File: config.mk
export PLATFORM = sky130hd
export DESIGN_NAME = seg_scan_ctrl
export DESIGN_NICKNAME = d
export VERILOG_FILES = /design/src/rtl/seg_scan_pkg.sv /design/src/rtl/seg_hex_font.sv /design/src/rtl/seg_scan_ctrl.sv
export SDC_FILE = /design/constraint.sdc
export NUM_CORES = 1
export LEC_CHECK = 0
export BUFFER_PORTS_ARGS = -buffer_cell sky130_fd_sc_hd__buf_4
export CAP_MARGIN = 20
export CORE_ASPECT_RATIO = 1.75
export CORE_MARGIN = 4
export CORE_UTILIZATION = 52
export CTS_CLUSTER_SIZE = 16
export DETAILED_ROUTE_END_ITERATION = 8
export PLACE_DENSITY = 0.82
export SLEW_MARGIN = 20
export SYNTH_ARGS = -nofsm -noshare
export SYNTH_HDL_FRONTEND = slang
export SYNTH_SLANG_ARGS = --single-unit
File: constraint.sdc
create_clock -name clk -period 2.6 [get_ports clk]
set_clock_uncertainty 0.15 [all_clocks]
set_input_delay 0.39 -clock clk [delete_from_list [all_inputs] [get_ports clk]]
set_output_delay 0.39 -clock clk [all_outputs]
set_load 0.02 [all_outputs]
File: src/rtl/seg_scan_pkg.sv
// Shared constants for the seven-segment scanner: hex font, blank pattern, DP bit.
// Segment patterns are active-low. Bit 7 is the decimal point.
// FONT is indexed by the digit value: FONT[4'hA] is the pattern for 'A'.
package seg_scan_pkg;

   localparam logic [7:0] SEG_OFF = 8'hFF;
   localparam int         DP_BIT  = 7;

   // Packed so that FONT[n] selects the pattern for nibble n (entry 15 is written first).
   localparam logic [15:0][7:0] FONT = {
      8'h93, 8'h92, 8'hE0, 8'hF2,   // F E D C
      8'hD0, 8'hA0, 8'h84, 8'h80,   // B A 9 8
      8'hAD, 8'h90, 8'h94, 8'hC5,   // 7 6 5 4
      8'hA4, 8'hA2, 8'hED, 8'h88    // 3 2 1 0
   };

endpackage

File: src/rtl/seg_hex_font.sv
// Combinational hex-nibble to seven-segment pattern lookup. The DP bit is left off (high).
// Ports: nibble (4-bit digit value) -> pattern (8-bit active-low segments).
// Zero latency: this is a pure table lookup with no registers.
module seg_hex_font
   import seg_scan_pkg::*;
(
   input  logic [3:0] nibble,
   output logic [7:0] pattern
);

   assign pattern = FONT[nibble];

endmodule

File: src/rtl/seg_scan_ctrl.sv
// Multiplexed seven-segment scanner with a prescaler, PWM brightness and double-buffered data.
// Ports: clk/rst; digits, dp_en, blank and load feed the shadow set; brightness is sampled live.
// Outputs: sel/seg are active-low. frame_done pulses once per frame. Outputs are registered one cycle after slot/pwm_cnt.
module seg_scan_ctrl
   import seg_scan_pkg::*;
#(
   parameter int NUM_DIGITS = 8,
   parameter int CLK_DIV    = 10000,
   parameter int PWM_BITS   = 4
)(
   input  logic                    clk,
   input  logic                    rst,
   input  logic [4*NUM_DIGITS-1:0] digits,
   input  logic [NUM_DIGITS-1:0]   dp_en,
   input  logic [NUM_DIGITS-1:0]   blank,
   input  logic [PWM_BITS-1:0]     brightness,
   input  logic                    load,
   output logic [NUM_DIGITS-1:0]   sel,
   output logic [7:0]              seg,
   output logic                    frame_done
);

   localparam int PS_W = (CLK_DIV > 1) ? $clog2(CLK_DIV) : 1;
   localparam int SL_W = (NUM_DIGITS > 1) ? $clog2(NUM_DIGITS) : 1;

   logic [PS_W-1:0]         presc;
   logic [PWM_BITS-1:0]     pwm_cnt;
   logic [SL_W-1:0]         slot;
   logic                    tick;
   logic                    slot_adv;
   logic                    boundary;

   logic [4*NUM_DIGITS-1:0] sh_digits, act_digits;
   logic [NUM_DIGITS-1:0]   sh_dp, act_dp;
   logic [NUM_DIGITS-1:0]   sh_blank, act_blank;
   logic                    dirty;

   logic [3:0]              cur_nib;
   logic                    cur_dp;
   logic                    cur_blank;
   logic [7:0]              font_pat;
   logic [7:0]              seg_nxt;
   logic [NUM_DIGITS-1:0]   sel_nxt;
   logic                    lit;

   assign tick     = (presc == PS_W'(CLK_DIV - 1));
   assign slot_adv = tick && (&pwm_cnt);
   assign boundary = slot_adv && (slot == SL_W'(NUM_DIGITS - 1));

   // Timebase: prescaler -> PWM phase -> digit slot. The slot wraps explicitly, so NUM_DIGITS
   // need not be a power of two.
   always_ff @(posedge clk or negedge rst) begin
      if (!rst) begin
         presc   <= '0;
         pwm_cnt <= '0;
         slot    <= '0;
      end else begin
         presc <= tick ? '0 : presc + 1'b1;
         if (tick)
            pwm_cnt <= pwm_cnt + 1'b1;
         if (slot_adv)
            slot <= boundary ? '0 : slot + 1'b1;
      end
   end

   // Double buffering. On a boundary the active set takes the pre-edge shadow. A load in the
   // same cycle refills the shadow and keeps dirty set, so its data waits one more frame.
   always_ff @(posedge clk or negedge rst) begin
      if (!rst) begin
         sh_digits  <= '0;
         sh_dp      <= '0;
         sh_blank   <= '1;
         act_digits <= '0;
         act_dp     <= '0;
         act_blank  <= '1;
         dirty      <= 1'b0;
      end else begin
         if (boundary && dirty) begin
            act_digits <= sh_digits;
            act_dp     <= sh_dp;
            act_blank  <= sh_blank;
            dirty      <= 1'b0;
         end
         if (load) begin
            sh_digits <= digits;
            sh_dp     <= dp_en;
            sh_blank  <= blank;
            dirty     <= 1'b1;
         end
      end
   end

   always_comb begin
      cur_nib   = act_digits[4*int'(slot) +: 4];
      cur_dp    = act_dp[slot];
      cur_blank = act_blank[slot];
   end

   seg_hex_font u_font (
      .nibble  (cur_nib),
      .pattern (font_pat)
   );

   // sel and seg are computed together and registered together, so a slot change can never
   // briefly drive two digits.
   always_comb begin
      lit     = !cur_blank && (pwm_cnt <= brightness);
      sel_nxt = '1;
      seg_nxt = SEG_OFF;
      if (lit) begin
         sel_nxt = ~(NUM_DIGITS'(1) << slot);
         seg_nxt = font_pat;
         if (cur_dp)
            seg_nxt[DP_BIT] = 1'b0;
      end
   end

   always_ff @(posedge clk or negedge rst) begin
      if (!rst) begin
         sel        <= '1;
         seg        <= SEG_OFF;
         frame_done <= 1'b0;
      end else begin
         sel        <= sel_nxt;
         seg        <= seg_nxt;
         frame_done <= boundary;
      end
   end

endmodule

==> flow_summary.yaml <==
status:
  status: "complete, no violations"
clock_tree:
  clk_latency_ns: 0.41
  clock_sinks: 135
  clockBufferDepth: 2
  htree_levels: 4
  cts_root_buf: "clkbuf_16"
  path_clk_slew_ns: 0.06
  numCtsBuffers: 17
  tritoncts: "yes"
die:
  start_util: 0.530
  core-area_sq_um: 11200
  ios: 72
  die-area_sq_um: 13200
  fp-row-count: 51
  die_w_um: 88.6
  die_h_um: 149
yosys:
  synthAdderAreaFrac: 0.0402
  synthSimpleGateAreaFrac: 0.0624
  seq_area_frac_synth: 0.578
  synth_area_sq_um: 5920
  synth_compound_area_frac: 0.0228
  yosysTopAreaCell: "dfrtp_1"
  synth_top_family_by_area: "multiplexers"
  synth_fp_nets: 478
  synthXorXnorAreaFrac: 0.0192
  muxShareOfSynthArea: 0.255
  ys_types: 36
  synth_top_area_share: 0.436
  yosys_register_bits: 135
  ys_warn_count: 0
  post_synth.cell_area_avg_sq_um: 14.6
  synth_top_cells_by_area: "dfrtp_1 (44%), mux2_2 (15%), dfstp_2 (14%)"
  synth_cells: 404
timing:
  fin_hold_ws_ns: 0.0594
  timing.final.crit_period_ns: 2.38
  period_share: 0.914
  rsz0062_at_grt: "false"
  slew_violations: 0
  max-slew-margin-rel: 0.601
  setup_viol: 0
  max_freq_mhz: 421
  fin_tns_setup_ns: 0
  hold_viol_final: 0
  fin_ws_ns: 0.224
  worst_slew_pin_slew_ns: 0.598
worst_hold_path:
  hp-start: "digits[21]"
  min_delay_worst_endpoint: "sh_digits[21]"
  min_path_cells: 2
  hold_class: "input port to register"
pwr:
  ir_drop_uv: 552
  p_seq_frac: 0.476
  p_int_w: 0.00367
  power_leakage_nw: 3.42
  p_sw_w: 0.00104
  p_clk_frac: 0.477
  pwr-share-comb: 0.048
  power_density_nw_per_um2: 653
  swShare: 0.221
drt:
  wirelength_um: 11100
  drtAntennaViolNets: 0
  dr_total_vias: 3428
  detail_route.wl_per_cell_um: 17.5
  drc: 0
  vias_per_cell: 5.41
  drt_pass1_iterations: 5
  drt_iter0_markers: 101
layout:
  area_delta_synth_final_pct: 21.9
  final_core_util: 0.646
  fin_nets: 563
  final_common_cell: "dfrtp_1"
  antennaDiodeCount: 0
  drive_gt1_frac: 0.520
  final_cell_mix: "dfrtp_1 (102), mux2_2 (80), buf_4 (80), dfstp_2 (32), nand2_1 (22)"
  post_layout_nonfiller_instances: 634
  fillers: 788
global_routing:
  grt_use_total: 0.186
  grt_max_degree: 70
  grt_pass1_vias: 3756
  grt_pass1_wl_um: 18500
  antenna_found_initial: 0
  grt.overflow.total: 0
critical_path:
  path_class: "register to register"
  worstSetupStartpointType: "register"
  required_ns: 2.74
  reg2reg_depth: 5
  r2r_slack_ns: 0.22
  reg2reg_from: "presc[6]"
  critPathMaxFanout: 48
  reg2reg_to: "act_digits[12]"
  cp-end-kind: "register"
  critPathArrivalTime_ns: 2.52
  worstSetupStartpoint: "presc[6]"
job:
  maxCapViolations: 0
placement:
  numPortBuffers: 71
  gp_congestion: 0.761
  place_ws_ns: 0.173
  hpwlAfterDp_um: 7890
  placedCellCount: 601
-- sequential cells by signal, indices dropped and copies added, names as in the netlist --
name / flops
seg: 8
sh_blank: 8
sh_dp: 8
sel: 8
act_dp: 8
act_blank: 8
act_digits: 32
slot: 3
frame_done: 1
pwm_cnt: 4
presc: 14
dirty: 1
sh_digits: 32
-- cells by family (layout without fill, tap and decap cells) --
| family | count (synthesis) | in the layout |
|---|---|---|
| mux | 116 | 116 |
| buf+inv | 28 | 126 |
| flops | 135 | 135 |
| compound gates | 22 | 22 |
| xor+xnor | 13 | 13 |
| simple gates | 71 | 71 |
| fa+ha+maj | 19 | 19 |
-- stage by stage --
stage / total power (W) / area [sq um]
6_report: 0.00471 / 7210
2_1_floorplan: 0.00236 / 5920
3_5_place_dp: 0.00251 / 6640
5_1_grt: 0.00490 / 7210
4_1_cts: 0.00477 / 7210
3_3_place_gp: 0.00249 / 6640
-- cells in the mapped netlist --
cell / instances
nor2b_1: 2
nand3b_1: 1
and4_1: 3
nor4_4: 1
xnor2_1: 8
nand2_1: 22
nand2b_1: 2
ha_1: 19
buf_1: 5
and2_1: 1
nor3_1: 2
mux2_4: 20
xor2_1: 5
or3_1: 1
mux2_2: 80
mux4_2: 12
a21o_1: 2
buf_2: 4
dfrtp_1: 103
and3_1: 2
inv_1: 10
or4b_1: 2
a21oi_1: 4
o211ai_1: 6
dfstp_2: 32
clkbuf_1: 5
a211oi_1: 1
o21a_1: 1
nor2_1: 15
nand3_2: 1
nand3_1: 12
nand4_1: 4
buf_6: 3
mux2i_1: 4
o21ai_0: 8
clkinv_1: 1
-- repair_timing --
item                                   CTS  global route
buffers inserted                         0             0
endpoints found under the hold margin   19             0
setup endpoints to repair                0             1
gates resized for setup                  0             1
hold buffers                             1             0
-- routing by layer --
layer	track usage	share of wire	wire length, um	up-vias
met4	0.0719	0.022	240	0
met1	0.214	0.39	4320	1727
met3	0.0415	0.034	380	15
li1	-	-	-	1609
met2	0.327	0.55	6160	77
met5	0	0	0	-
-- worst max path at each step --
stage / end / slack, ns / depth (start not counted)
detailed placement: seg[6] / 0.17 / 7
global route: slot[0] / 0.06 / 6
global placement: seg[6] / 0.26 / 7
finish: act_digits[12] / 0.22 / 5
CTS: seg[6] / 0.14 / 7
floorplan: seg[6] / 0.03 / 9
-- power by group through the flow --
stage          clock [W]  sequential [W]  combinational (W)
6_report         0.00225         0.00224           0.000224
5_1_grt          0.00240         0.00225           0.000249
4_1_cts          0.00229         0.00224           0.000230
3_5_place_dp           0         0.00228           0.000228
3_3_place_gp           0         0.00227           0.000219
2_1_floorplan          0         0.00226          0.0000986
-- critical path: stages, from the launching register on --
cell     delay (ns)
dfrtp_1        0.43
or4b_1         0.62
nor4_4         0.33
nand3_2        0.14
buf_12         0.22
mux2_4         0.34
-- layout make-up --
| cell class | count | area [sq um] | area share |
|---|---|---|---|
| tap | 132 | 165 | 0.0229 |
| sequential | 135 | 3420 | 0.474 |
| timing repair buffer | 83 | 651 | 0.0902 |
| multi-input combinational | 241 | 2370 | 0.329 |
| clock inverter | 13 | 121 | 0.0168 |
| inverter | 11 | 41.3 | 0.00573 |
| clock buffer | 19 | 443 | 0.0614 |
Note: power is estimated with default switching activity, not from simulation.
